$ cat config.mk
export PLATFORM = sky130hd
export DESIGN_NAME = mult_writeback_unit
export DESIGN_NICKNAME = d
export VERILOG_FILES = /design/src/rtl/mult_writeback_unit.sv
export SDC_FILE = /design/constraint.sdc
export NUM_CORES = 1
export LEC_CHECK = 0
export CAP_MARGIN = 15
export CORE_ASPECT_RATIO = 0.75
export CORE_MARGIN = 2
export CORE_UTILIZATION = 53
export DETAILED_ROUTE_END_ITERATION = 16
export PLACE_DENSITY = 0.78
export SYNTH_ARGS = -nofsm -noshare
export SYNTH_HDL_FRONTEND = slang
export SYNTH_SLANG_ARGS = --single-unit
$ cat constraint.sdc
create_clock -name Clk -period 3.4 [get_ports Clk]
set_clock_uncertainty 0.05 [all_clocks]
set_input_delay 0.34 -clock Clk [delete_from_list [all_inputs] [get_ports Clk]]
set_output_delay 0.34 -clock Clk [all_outputs]
set_load 0.05 [all_outputs]
$ cat src/rtl/mult_writeback_unit.sv
// rtl/mult_writeback_unit.sv - iterative 32x32 shift-add multiplier driving the register file write port
// Optional macro: MULT_HI_WRITE_EN (adds a WB_HI cycle that writes product[63:32] to DestReg+1)
module mult_writeback_unit #(
    parameter int WIDTH      = 32,
    parameter int ADDR_WIDTH = 5
) (
    input  logic                  Clk,
    input  logic                  Reset_n,
    input  logic                  Start,
    input  logic                  Signed,
    input  logic [WIDTH-1:0]      OperandA,
    input  logic [WIDTH-1:0]      OperandB,
    input  logic [ADDR_WIDTH-1:0] DestReg,
    output logic                  Busy,
    output logic                  Done,
    output logic [WIDTH-1:0]      WriteData,
    output logic [ADDR_WIDTH-1:0] WriteRegister,
    output logic                  RegWrite
);

    localparam int CW = $clog2(WIDTH);

    typedef enum logic [1:0] {
        IDLE  = 2'd0,
        RUN   = 2'd1,
        WB_LO = 2'd2,
        WB_HI = 2'd3
    } state_t;

    state_t                state_q, state_d;
    logic [2*WIDTH-1:0]    acc_q, acc_d;
    logic [WIDTH-1:0]      mcand_q, mcand_d;
    logic [CW-1:0]         cnt_q, cnt_d;
    logic                  neg_q, neg_d;
    logic [ADDR_WIDTH-1:0] dest_q, dest_d;
    logic                  regwrite_q, regwrite_d;
    logic [ADDR_WIDTH-1:0] wreg_q, wreg_d;
    logic [WIDTH-1:0]      wdata_q, wdata_d;
    logic                  done_q, done_d;

    logic [WIDTH-1:0]      mag_a, mag_b;
    logic [WIDTH:0]        sum;
    logic [2*WIDTH-1:0]    acc_step;
    logic [2*WIDTH-1:0]    product;

    // Operand magnitudes; the most negative value maps onto itself, which is its correct unsigned magnitude
    always_comb begin
        mag_a = (Signed && OperandA[WIDTH-1]) ? -OperandA : OperandA;
        mag_b = (Signed && OperandB[WIDTH-1]) ? -OperandB : OperandB;
    end

    // One shift-add iteration: 33-bit add into the upper half keeps the carry, then shift right
    always_comb begin
        sum      = {1'b0, acc_q[2*WIDTH-1:WIDTH]} + (acc_q[0] ? {1'b0, mcand_q} : '0);
        acc_step = {sum, acc_q[WIDTH-1:1]};
        product  = neg_q ? -acc_step : acc_step;
    end

    // Next-state and registered-output logic; write port is idle unless in a writeback cycle
    always_comb begin
        state_d    = state_q;
        acc_d      = acc_q;
        mcand_d    = mcand_q;
        cnt_d      = cnt_q;
        neg_d      = neg_q;
        dest_d     = dest_q;
        regwrite_d = 1'b0;
        wreg_d     = '0;
        wdata_d    = '0;
        done_d     = 1'b0;
        case (state_q)
            IDLE: begin
                if (Start) begin
                    state_d = RUN;
                    mcand_d = mag_a;
                    acc_d   = {{WIDTH{1'b0}}, mag_b};
                    neg_d   = Signed & (OperandA[WIDTH-1] ^ OperandB[WIDTH-1]);
                    dest_d  = DestReg;
                    cnt_d   = '0;
                end
            end
            RUN: begin
                acc_d = acc_step;
                cnt_d = cnt_q + CW'(1);
                if (cnt_q == CW'(WIDTH - 1)) begin
                    // Final iteration: hold the signed product and present the low word next cycle
                    acc_d      = product;
                    state_d    = WB_LO;
                    regwrite_d = 1'b1;
                    wreg_d     = dest_q;
                    wdata_d    = product[WIDTH-1:0];
`ifdef MULT_HI_WRITE_EN
                    done_d     = (dest_q == '1);
`else
                    done_d     = 1'b1;
`endif
                end
            end
            WB_LO: begin
                state_d = IDLE;
`ifdef MULT_HI_WRITE_EN
                // The top register has no successor; skip the high write rather than wrap to register 0
                if (dest_q != '1) begin
                    state_d    = WB_HI;
                    regwrite_d = 1'b1;
                    wreg_d     = dest_q + ADDR_WIDTH'(1);
                    wdata_d    = acc_q[2*WIDTH-1:WIDTH];
                    done_d     = 1'b1;
                end
`endif
            end
            WB_HI: begin
                state_d = IDLE;
            end
            default: begin
                state_d = IDLE;
            end
        endcase
    end

    // State and datapath registers; reset aborts any operation without a write
    always_ff @(posedge Clk or negedge Reset_n) begin
        if (!Reset_n) begin
            state_q    <= IDLE;
            acc_q      <= '0;
            mcand_q    <= '0;
            cnt_q      <= '0;
            neg_q      <= 1'b0;
            dest_q     <= '0;
            regwrite_q <= 1'b0;
            wreg_q     <= '0;
            wdata_q    <= '0;
            done_q     <= 1'b0;
        end else begin
            state_q    <= state_d;
            acc_q      <= acc_d;
            mcand_q    <= mcand_d;
            cnt_q      <= cnt_d;
            neg_q      <= neg_d;
            dest_q     <= dest_d;
            regwrite_q <= regwrite_d;
            wreg_q     <= wreg_d;
            wdata_q    <= wdata_d;
            done_q     <= done_d;
        end
    end

    assign Busy          = (state_q != IDLE);
    assign Done          = done_q;
    assign RegWrite      = regwrite_q;
    assign WriteRegister = wreg_q;
    assign WriteData     = wdata_q;

endmodule

==> run metrics <==
status finished, violations left; violated checks setup timing; register area 3680 um^2; async set or reset register ratio after synthesis 100%; Starting DRT DRC Count 1203; Worst Tran Pin Value 0.885 ns; switching pwr 0.00644 W; DR top layer met4; Seq cells post-synth 147; Hold Path Class in2reg; slowest cell delay on critical path 0.54 ns; Worst Setup Slack, final -0.291 ns; Setup Total Neg Slack -2.05 ns; dpl cell area 13300 um^2; Max IR drop VDD 0.000489 V; Starting Density 53.7%; routed length on met1 16300 um; Slew Viols, Final 0; Sinks on Clock Net 147; Yosys warnings 0; crit path DAT 3.94 ns; Pint 0.00770 W; LEAKAGE 6.25 nW; Seq pwr share 21.8%; max-cap violations 0; Main synth FF type dfrtp_1; Setup CP Type reg2reg; DRT antenna net count 0; critical path startpoint category flop; Final Hold Violating Endpoints 0; fillers 1507; first-pass GRT wire length 55100 um; Avg Inst Size Synth 8.12 um^2; most numerous cell in the Yosys netlist nand2_1; crit share post-route 109%; Total Power 0.0141 W; CTS tree done; die height 128 um; number of global-route vias before repair 10.5k; Die Wd 169 um; pwr/cell area 959 nW/um^2; Post-synth EDFFs 0; WL met2 16100 um; distinct cell type count after synthesis 85; post-synth net total 1445; CP cell instances and2_4 -> ha_4 -> fa_2 -> a21o_1 -> a221o_1 -> o2bb2ai_4 -> or4_4 -> nand3_2 -> and4_4 -> nand4_1 -> o41ai_2 -> xor2_1 -> o21ai_1; H-tree depth 4; largest net degree at the start of global routing 66; area share of the largest cell type after synthesis 34.0%; P&R area growth vs syn 36.3%; final setup vio count 16; Core Util, Final 73.2%; Relative slew margins 40.9%; sequential fraction of the synthesis area 34.0%; Final GP Congestion 0.934; clock share of power 14.6%; Worst Path Required 3.65 ns; core area 20200 um^2; Wirelength per Cell 19.4 um; Yosys top cell by area dfrtp_1; fraction of layout cells with a size suffix above 1 22.4%; Netlist Area Pre-Place 10800 um^2; global route overflow 0; worst hold slack 0.359 ns; met3 WL 3000 um; port bufs 112; dpl hpwl 25100 um; synthesized instance count 1334; Worst-path clk slew 0.07 ns; die area 21600 um^2; DRC 0; diode count 0; row cnt 45; most frequent cells after synthesis nand2_1 (187), dfrtp_1 (147), o21ai_0 (133); NumNets Final 1699; worst skew pair latency 0.45 ns; fin crit period 3.69 ns; Crit-path slowest cell or4_4; root buf cell clkbuf_16; Comb pwr share 63.6%; Sw Ratio 45.6%; DR vias/cell 6.13; Vias 11.4k; crit-path max FO 6; area of the multi-input gates 7340 um^2; cts bufs inserted 17; final wirelength 36100 um; first drt pass iteration count 7; cells taking the most area after synthesis dfrtp_1 (34%), xor2_1 (6.6%), nand2_1 (6.5%); initial antenna violation count 2; maximum clock frequency 271 MHz; CTS max path bufs 2; RSZ-0062 raised after global routing yes; endpoint type of the worst setup path flop; Post-Layout Inst Area 14800 um^2; # IOs 113; Total GRT Usage 32.3%
==> final timing paths <==
path	from	endpoint	slack, ns	cells after the start
max in group asynchronous	Reset_n	mcand_q[21]	2.08	3
worst max-delay path	acc_q[0]	acc_q[59]	-0.29	13
worst min-delay path	DestReg[0]	dest_q[0]	0.36	3
worst min register to register	dest_q[3]	dest_q[3]	0.42	2
worst max register to register	acc_q[0]	acc_q[59]	-0.29	13
min in group asynchronous	Reset_n	acc_q[25]	0.40	2
==> kinds of logic after synthesis <==
| kind of cell | after synthesis | share of synthesized area [%] |
|---|---|---|
| AND/OR/NAND/NOR | 534 | 24.3 |
| adder cells (fa/ha/maj) | 38 | 4.46 |
| flip-flops | 147 | 34.0 |
| XOR/XNOR | 139 | 11.3 |
| buffers and inverters | 108 | 4.88 |
| AO/OA/AOI/OAI | 365 | 20.8 |
| multiplexers | 3 | 0.289 |
==> layout by cell type (no fill, tap or decap), types with 22 or more instances in the layout <==
cell type and count:
buf_4 192, nand2_1 178, dfrtp_1 146, o21ai_0 115
clkdlybuf4s50_1 111, nor2_1 104, xor2_1 78, a21oi_1 71
xnor2_1 52, and2_1 44, nand3_1 32, inv_1 31
o21ai_1 24, nor3_1 23, ha_1 23, o211ai_1 22
==> power by group through the flow <==
stage                     clock network [W]  logic (W)  registers (W)
after floorplan                           0    0.00466        0.00276
after global placement                    0    0.00715        0.00297
after detailed placement                  0    0.00732        0.00300
after CTS                           0.00206    0.00801        0.00302
after global routing                0.00214    0.00966        0.00314
final                               0.00207    0.00900        0.00308
==> what timing repair did <==
| item | 4_1_cts | 5_1_grt |
|---|---|---|
| hold buffers | 1 | 0 |
| cloned | 0 | 0 |
| pin swaps | 22 | 48 |
| gates resized for setup | 67 | 78 |
| hold endpoints to repair | 63 | 0 |
| setup endpoints to repair | 23 | 24 |
| buffers inserted | 12 | 7 |
==> cell type report <==
| type | instances | area share (%) |
|---|---|---|
| well taps | 258 | 2.19 |
| clock buffers | 17 | 2.88 |
| multi-input cells | 1079 | 49.7 |
| flip-flops and latches | 147 | 24.9 |
| inverters | 31 | 0.789 |
| clock inverters | 15 | 1.42 |
| repair buffers | 312 | 18.0 |
==> sequential cells by signal, summed over array words and instances (netlist names) <==
register       count
acc_q             64
WriteData         32
mcand_q           32
WriteRegister      5
cnt_q              5
dest_q             5
state_q            2
Done               1
neg_q              1
==> critical path: cells and delay by family (launching register included) <==
family / cells / cell delay [ns]
AND/OR/NAND/NOR: 5 / 1.16
flip-flops: 1 / 0.45
XOR/XNOR: 1 / 0.20
AO/OA/AOI/OAI: 5 / 1.18
adder cells (fa/ha/maj): 2 / 0.50
==> stage by stage <==
stage               worst slack, ns  cells
detailed placement           -0.284   1807
floorplan                    -0.195   1334
finish                       -0.291   1859
global route                 -0.416   1859
CTS                          -0.175   1852
global placement             -0.191   1807
==> metal layers <==
metal / up-vias / GRT usage (%)
met4: 0 / 8.20
met5: - / 0
met3: 70 / 5.80
met2: 503 / 48.2
met1: 5574 / 48.4
li1: 5250 / -
Note: power is estimated with default switching activity, not from simulation.
